===== config.mk =====
export PLATFORM = sky130hd
export DESIGN_NAME = cp0_intc
export DESIGN_NICKNAME = d
export VERILOG_FILES = /design/src/rtl/cp0_intc.sv
export SDC_FILE = /design/constraint.sdc
export NUM_CORES = 1
export LEC_CHECK = 0
export CAP_MARGIN = 20
export CORE_MARGIN = 3
export CORE_UTILIZATION = 25
export CTS_CLUSTER_SIZE = 8
export DETAILED_ROUTE_END_ITERATION = 10
export MAX_ROUTING_LAYER = met4
export PLACE_DENSITY_LB_ADDON = 0.2
export SETUP_SLACK_MARGIN = 0.1
export SYNTH_ARGS = -nofsm -noshare
export SYNTH_HDL_FRONTEND = slang
export SYNTH_SLANG_ARGS = --single-unit

===== constraint.sdc =====
create_clock -name clk -period 3.05 [get_ports clk]
set_input_delay 0.305 -clock clk [delete_from_list [all_inputs] [get_ports clk]]
set_output_delay 0.305 -clock clk [all_outputs]
set_load 0.02 [all_outputs]

===== src/rtl/cp0_intc.sv =====
// Coprocessor-0 exception/interrupt controller: Status/Cause/EPC, fixed-priority arbitration,
// flat or vectored handlers. Define CP0_IRQ_SYNC_EN to add 2-flop synchronisers on irq_i.
module cp0_intc #(
    parameter int unsigned N_IRQ       = 6,
    parameter int unsigned N_TRAP      = 2,
    parameter int unsigned VEC_SPACING = 32
) (
    input  logic              clk,
    input  logic              rst,
    input  logic              we_i,
    input  logic [4:0]        addr_i,
    input  logic [31:0]       wd_i,
    output logic [31:0]       rd_o,
    input  logic [N_IRQ-1:0]  irq_i,
    input  logic [N_TRAP-1:0] trap_i,
    input  logic [31:0]       pcp4_i,
    input  logic              eret_i,
    output logic              take_o,
    output logic [31:0]       vector_o,
    output logic [31:0]       epc_o,
    output logic              exl_o
);
    localparam int unsigned NS = N_IRQ + N_TRAP;
    localparam logic [3:0] NTrapW = 4'(N_TRAP);

    typedef enum logic [1:0] {StIdle, StTake, StHandler, StReturn} state_e;

    state_e        state_q, state_d;
    logic          ie_q, ie_d, exl_q, exl_d, iv_q, iv_d;
    logic [NS-1:0] mask_q, mask_d, pend_q, pend_d;
    logic [4:0]    exc_q, exc_d;
    logic [31:0]   epc_q, epc_d;
    logic [3:0]    win_q, win_d;

    logic [N_IRQ-1:0] irq_s;
    logic [NS-1:0]    src, elig;
    logic [3:0]       win_c;
    logic             wr_status, wr_cause, wr_epc;
    logic [31:0]      status_v, cause_v, win_ext;

`ifdef CP0_IRQ_SYNC_EN
    logic [N_IRQ-1:0] sync1_q, sync2_q;
    always_ff @(posedge clk or posedge rst) begin
        if (rst) begin
            sync1_q <= '0;
            sync2_q <= '0;
        end else begin
            sync1_q <= irq_i;
            sync2_q <= sync1_q;
        end
    end
    assign irq_s = sync2_q;
`else
    assign irq_s = irq_i;
`endif

    assign src       = {irq_s, trap_i};
    assign elig      = pend_q & mask_q;
    assign wr_status = we_i && (addr_i == 5'd12);
    assign wr_cause  = we_i && (addr_i == 5'd13);
    assign wr_epc    = we_i && (addr_i == 5'd14);

    // Lowest eligible index wins: scan downward so the last hit is the lowest.
    always_comb begin
        win_c = '0;
        for (int i = NS - 1; i >= 0; i--) begin
            if (elig[i]) win_c = 4'(i);
        end
    end

    always_comb begin
        state_d = state_q;
        ie_d    = ie_q;
        exl_d   = exl_q;
        iv_d    = iv_q;
        mask_d  = mask_q;
        exc_d   = exc_q;
        epc_d   = epc_q;
        win_d   = win_q;
        // Set beats a simultaneous W1C on the same bit.
        pend_d  = (pend_q & ~(wr_cause ? wd_i[8 +: NS] : '0)) | (src & mask_q);
        if (wr_status) begin
            ie_d   = wd_i[0];
            mask_d = wd_i[8 +: NS];
        end
        if (wr_cause) iv_d  = wd_i[23];
        if (wr_epc)   epc_d = wd_i;
        case (state_q)
            StIdle: begin
                if (ie_q && !exl_q && (|elig)) begin
                    state_d = StTake;
                    win_d   = win_c;
                end
            end
            StTake: begin
                epc_d   = pcp4_i;
                exl_d   = 1'b1;
                exc_d   = (win_q < NTrapW) ? 5'd13 : 5'd0;
                state_d = StHandler;
            end
            StHandler: if (eret_i) state_d = StReturn;
            StReturn: begin
                exl_d   = 1'b0;
                state_d = StIdle;
            end
            default: state_d = StIdle;
        endcase
    end

    always_ff @(posedge clk or posedge rst) begin
        if (rst) begin
            state_q <= StIdle;
            ie_q    <= 1'b0;
            exl_q   <= 1'b0;
            iv_q    <= 1'b0;
            mask_q  <= '0;
            pend_q  <= '0;
            exc_q   <= 5'd10;
            epc_q   <= '0;
            win_q   <= '0;
        end else begin
            state_q <= state_d;
            ie_q    <= ie_d;
            exl_q   <= exl_d;
            iv_q    <= iv_d;
            mask_q  <= mask_d;
            pend_q  <= pend_d;
            exc_q   <= exc_d;
            epc_q   <= epc_d;
            win_q   <= win_d;
        end
    end

    always_comb begin
        status_v           = '0;
        status_v[0]        = ie_q;
        status_v[1]        = exl_q;
        status_v[8 +: NS]  = mask_q;
        cause_v            = '0;
        cause_v[8 +: NS]   = pend_q;
        cause_v[6:2]       = exc_q;
        cause_v[23]        = iv_q;
        case (addr_i)
            5'd12:   rd_o = status_v;
            5'd13:   rd_o = cause_v;
            5'd14:   rd_o = epc_q;
            default: rd_o = '0;
        endcase
    end

    assign win_ext  = {28'd0, win_q};
    assign vector_o = iv_q ? (32'h200 + 32'(VEC_SPACING) * win_ext) : 32'h180;
    assign take_o   = (state_q == StTake);
    assign exl_o    = exl_q;
    assign epc_o    = epc_q;
endmodule

==> flow_metrics.tcl, run 1 <==
set metrics [dict create \
    grt_pass1_vias 3121 \
    diodes 0 \
    grt_max_degree 70 \
    final_nets 566 \
    crit_slowest_cell "clkdlybuf4s50_1" \
    async_flop_share_pct 100 \
    synth_flop_cell "dfrtp_1" \
    place_congestion 0.756 \
    antenna_found_initial 0 \
    dpl_cell_area_sq_mm 0.00494 \
    p_comb_share_pct 41.8 \
    fin_crit_sh_pct 87.3 \
    synthCells 331 \
    cts_buffers 9 \
    grt_pass1_wl_mm 17.2 \
    fill_cells 1248 \
    crit_path_cell_trace "clkdlybuf4s50_1 > nand2_1 > nor4b_4 > buf_4 > a222oi_1 > inv_1 > clkdlybuf4s50_1" \
    fin_ws_ns 0.388 \
    stdcell_area_sq_mm 0.00524 \
    htreeDepth 3 \
    reg2reg_slack_ns 1.37 \
    vias 3042 \
    drive_above_1_share_pct 9.69 \
    relSlewSlack_pct 58.3 \
    path_buf_inv 4 \
    dp_hpwl_mm 7.96 \
    final_common_cell "clkdlybuf4s50_1" \
    num_io_pins 179 \
    clk_latency_ns 0.32 \
    setup_violations 0 \
    synth-seq-cells 59 \
    die_area_sq_mm 0.0147 \
    yosys_warnings 0 \
    start_kind "primary input" \
    worstRegToRegCells 4 \
    clkTransAtPathRegs_ns 0.05 \
    power.switching_mw 1.54 \
    post_cts_buffers 0 \
    cts.sinks 59 \
    fin_skew_ns 0.00530 \
    p_leak_nw 2.48 \
    cts_buffer_depth 2 \
    syn_area_per_cell_sq_um 10.1 \
    synth_edf_count 0 \
    arrival_ns 2.36 \
    crit_cells 7 \
    area_growth_pct 57.4 \
    track_usage_pct 15.5 \
    worst-endpoint-required_ns 2.74 \
    first_iter_violations 255 \
    overflow 0 \
    cts_tree "done" \
    cts_root_buf "clkbuf_16" \
    utilization_pct 40.8 \
    num_rows 41 \
    drt-total-wl_mm 11.0 \
    layout.cells.most_common_list "clkdlybuf4s50_1 (151), dfrtp_1 (57), nand2_1 (42), o21ai_0 (35), mux2i_1 (32)" \
    syn_area_sq_mm 0.00333 \
    portBuffers 151 \
    swShare_pct 37.4 \
    synth-seq-area-share_pct 44.5 \
    timing.max_cap.violations 0 \
    cp_common_cell "clkdlybuf4s50_1" \
    die_y_um 121 \
    hold_viol 0 \
    ant_nets 0 \
    slowest_delay_ns 0.59 \
    dp_slack_ns 0.0923 \
    hold_path.class "primary input to async pin" \
    tightest_slew_ns 0.626 \
    via_per_inst 4.63 \
    crit_path_end_kind "output port" \
    r2r_end "state_q[1]" \
    rsz0062_at_grt "no" \
    period_needed_ns 2.66 \
    worstSetupPathType "primary input to output port" \
    status "finished clean" \
    initial_utilization_pct 25.9 \
    slew_violations 0 \
    crit-reg2reg-launch "pend_q[2]" \
    finalSetupTns_ns 0 \
    seq_power_share_pct 33.7 \
    wire_per_inst_um 16.8 \
    p_clk_share_pct 24.6 \
    power_density_mw_per_mm2 785 \
    p_int_mw 2.57 \
    clock.fmax_ghz 0.376 \
    drc 0 \
    vdd_drop_max_mv 0.302 \
    critical-path-top-delay-family "buffers and inverters" \
    die_x_um 121 \
    first_pass_iters 7 \
    ys_types 33 \
    core_area_sq_mm 0.0128 \
    cp_max_fo 22 \
]
[layout make-up]
| type | instances | area [sq um] | share of cell area (%) |
|---|---|---|---|
| flip-flops and latches | 59 | 1480 | 28.2 |
| multi-input cells | 236 | 1600 | 30.6 |
| repair buffers | 160 | 1590 | 30.4 |
| inverters | 14 | 52.6 | 1.00 |
| well taps | 172 | 215 | 4.11 |
| clock inverters | 5 | 52.6 | 1.00 |
| clock buffers | 11 | 243 | 4.64 |
[cells in the mapped netlist (2+ instances only)]
library cell	count	area share (%)
buf_4	31	7.0
mux2i_1	32	9.6
a21oi_1	2	0.30
clkbuf_1	12	1.4
nor2b_1	4	0.75
buf_2	4	0.60
nand2_1	42	4.7
inv_1	14	1.6
dfstp_2	2	1.6
nor2_1	6	0.68
and2_1	4	0.75
nand3_1	8	1.2
and3_1	17	3.2
a22o_1	19	5.0
mux2_2	12	4.1
o21ai_0	35	5.3
dfrtp_1	57	43
a32oi_1	2	0.53
ha_1	5	1.9
nand2b_1	2	0.38
a222oi_1	9	2.7
[layer usage]
metal	GRT usage (%)	part of all wire, %
met5	-	0
met4	4.20	0.95
met3	4.38	7.9
met2	24.5	47
met1	19.6	44
[through the flow]
stage,instances,hold WS (ns),total power [mW]
final,657,0.385,4.11
after global routing,657,0.435,4.39
after CTS,657,0.400,4.17
after detailed placement,641,0.478,3.13
after global placement,641,0.476,3.09
after floorplan,357,0.426,2.31
[power groups by stage]
stage	sequential, mW	clock, mW	combinational [mW]
2_1_floorplan	1.57	0	0.736
3_3_place_gp	1.38	0	1.71
3_5_place_dp	1.39	0	1.74
4_1_cts	1.39	1.04	1.74
5_1_grt	1.43	1.08	1.88
6_report	1.38	1.01	1.72
[repair_timing]
action | CTS | global route
setup endpoints to repair | 4 | 0
resized for setup | 1 | 0
hold buffers | 0 | 0
[how the worst max path moves through the flow]
stage	from	endpoint
6_report	addr_i[2]	rd_o[9]
5_1_grt	addr_i[1]	rd_o[13]
4_1_cts	addr_i[1]	rd_o[3]
3_5_place_dp	addr_i[1]	rd_o[10]
3_3_place_gp	addr_i[1]	rd_o[0]
2_1_floorplan	rst	epc_o[0]
[logic make-up after synthesis]
| logic type | count (synthesis) | synth area share (%) |
|---|---|---|
| compound gates | 72 | 15.6 |
| fa+ha+maj | 5 | 1.88 |
| buf+inv | 62 | 10.9 |
| flops | 59 | 44.5 |
| mux | 45 | 14.1 |
| other cells | 1 | 0.113 |
| simple gates | 87 | 12.9 |
[sequential cells by signal (all words and copies together) (netlist names)]
register,count
epc_o,32
exc_q,3
exl_o,1
ie_q,1
iv_q,1
mask_q,8
pend_q,8
state_q,2
win_q,3
Note: power is estimated with default switching activity, not from simulation.
==> run 2: changes to the inputs <==
- PLACE_DENSITY: not set -> 0.67
- PLACE_DENSITY_LB_ADDON: 0.2 -> not set
- TNS_END_PERCENT: not set -> 100
==> flow_metrics.tcl, run 2 (same netlist as run 1, synthesis figures left out) <==
set metrics [dict create \
    cts.sinks 59 \
    via_per_inst 4.62 \
    finalSetupTns_ns 0 \
    dpl_cell_area_sq_mm 0.00495 \
    instances_no_fill 655 \
    slowest_delay_ns 0.61 \
    fill_cells 1305 \
    core_area_sq_mm 0.0128 \
    htreeDepth 3 \
    drt-total-wl_mm 10.6 \
    cts_tree "done" \
    grt_max_degree 70 \
    die_y_um 121 \
    seqCellArea_sq_mm 0.00148 \
    post_cts_buffers 0 \
    die_area_sq_mm 0.0147 \
    clkTransAtPathRegs_ns 0.05 \
    arrival_ns 2.39 \
    num_io_pins 179 \
    period_needed_ns 2.70 \
    hold_viol 0 \
    setup_violations 0 \
    overflow 0 \
    diodes 0 \
    crit_path_cell_trace "clkdlybuf4s50_1 > nor2b_1 > and2_2 > a22o_1 > clkdlybuf4s50_1" \
    timing.max_cap.violations 0 \
    grt_pass1_vias 3149 \
    num_rows 41 \
    initial_utilization_pct 25.9 \
    slew_violations 0 \
    status "finished clean" \
    rsz0062_at_grt "no" \
    ant_nets 0 \
    wire_per_inst_um 16.2 \
    fin_skew_ns 0.00558 \
    clock.fmax_ghz 0.371 \
    final_common_cell "clkdlybuf4s50_1" \
    worstSetupPathType "primary input to output port" \
    crit_slowest_cell "clkdlybuf4s50_1" \
    fin_crit_sh_pct 88.4 \
    clk_latency_ns 0.32 \
    hold_ws_ns 0.393 \
    antenna_found_initial 0 \
    hold_path.class "primary input to async pin" \
    cts_root_buf "clkbuf_16" \
    area_growth_pct 58.4 \
    stdcell_area_sq_mm 0.00527 \
    cp_max_fo 15 \
    die_x_um 121 \
    cts_buffers 9 \
    place_congestion 0.739 \
    track_usage_pct 15.0 \
    multiInputGateArea_sq_mm 0.00160 \
    largest_reg_flops 32 \
    p_leak_nw 2.49 \
    start_kind "primary input" \
    cp_common_cell "clkdlybuf4s50_1" \
    vias 3027 \
    critical-path-top-delay-family "buffers and inverters" \
    crit_path_end_kind "output port" \
    grt_pass1_wl_mm 16.7 \
    relSlewSlack_pct 57.1 \
    drc 0 \
    layout.cells.most_common_list "clkdlybuf4s50_1 (151), dfrtp_1 (57), nand2_1 (42), o21ai_0 (35), mux2i_1 (32)" \
    power_density_mw_per_mm2 795 \
    dp_hpwl_mm 7.88 \
    drive_above_1_share_pct 9.32 \
    path_buf_inv 2 \
    tightest_slew_ns 0.643 \
    first_iter_violations 193 \
    first_pass_iters 4 \
    worst-endpoint-required_ns 2.74 \
    dpl.cell_count 641 \
    portBuffers 151 \
    cts_buffer_depth 2 \
    vdd_drop_max_mv 0.318 \
    final_nets 566 \
]
## run 2: changes by cell type in the layout (fill, tap and decap cells not counted), sizes merged
cell,before,now
clkbuf,11,12
bufinv,1,2
clkinvlp,1,0
clkinv,3,0
## run 2: final cells by class
class,count,area share (%)
inverter,14,0.997
clock inverter,2,1.14
tap,172,4.08
multi-input combinational,236,30.4
timing repair buffer,160,30.4
sequential,59,28.1
clock buffer,12,4.87
## run 2: final timing paths
kind                           start    endpoint  slack [ns]  cells after the start
max reg2reg                pend_q[2]  state_q[1]        1.37                      4
min reg2reg                 exc_q[3]    exc_q[3]        0.48                      2
min                              rst   pend_q[5]        0.39                      2
max                        addr_i[1]     rd_o[5]        0.35                      5
max in group asynchronous        rst    exc_q[3]        1.97                      3
min in group clk            exc_q[3]    exc_q[3]        0.48                      2
## run 2: what timing repair did
item                       in CTS  in global routing
resized for setup               1                  0
setup endpoints to repair      10                  0
hold buffers                    0                  0
## run 2: power by group
| part | total [mW] | internal [mW] | switching, mW | leakage, nW |
|---|---|---|---|---|
| registers | 1.38 | 1.10 | 0.287 | 0.701 |
| logic | 1.71 | 0.827 | 0.886 | 1.64 |
| clock network | 1.09 | 0.750 | 0.339 | 0.155 |
| total | 4.19 | 2.67 | 1.51 | 2.49 |
## run 2: layer usage
metal / vias up / global-route usage [%] / part of all wire [%]
li1: 1424 / - / -
met1: 1450 / 19.1 / 44
met2: 143 / 23.8 / 49
met3: 10 / 3.03 / 5.9
met4: 0 / 5.39 / 1.3
met5: - / - / 0
## run 2: stage by stage
step	power [mW]	worst slack (ns)	util, %
after floorplan	2.31	1.29	-
after global placement	3.08	0.134	38.6
after detailed placement	3.12	0.0543	38.6
after CTS	4.24	0.363	41.1
after global routing	4.47	0.258	41.1
final	4.19	0.353	41.1
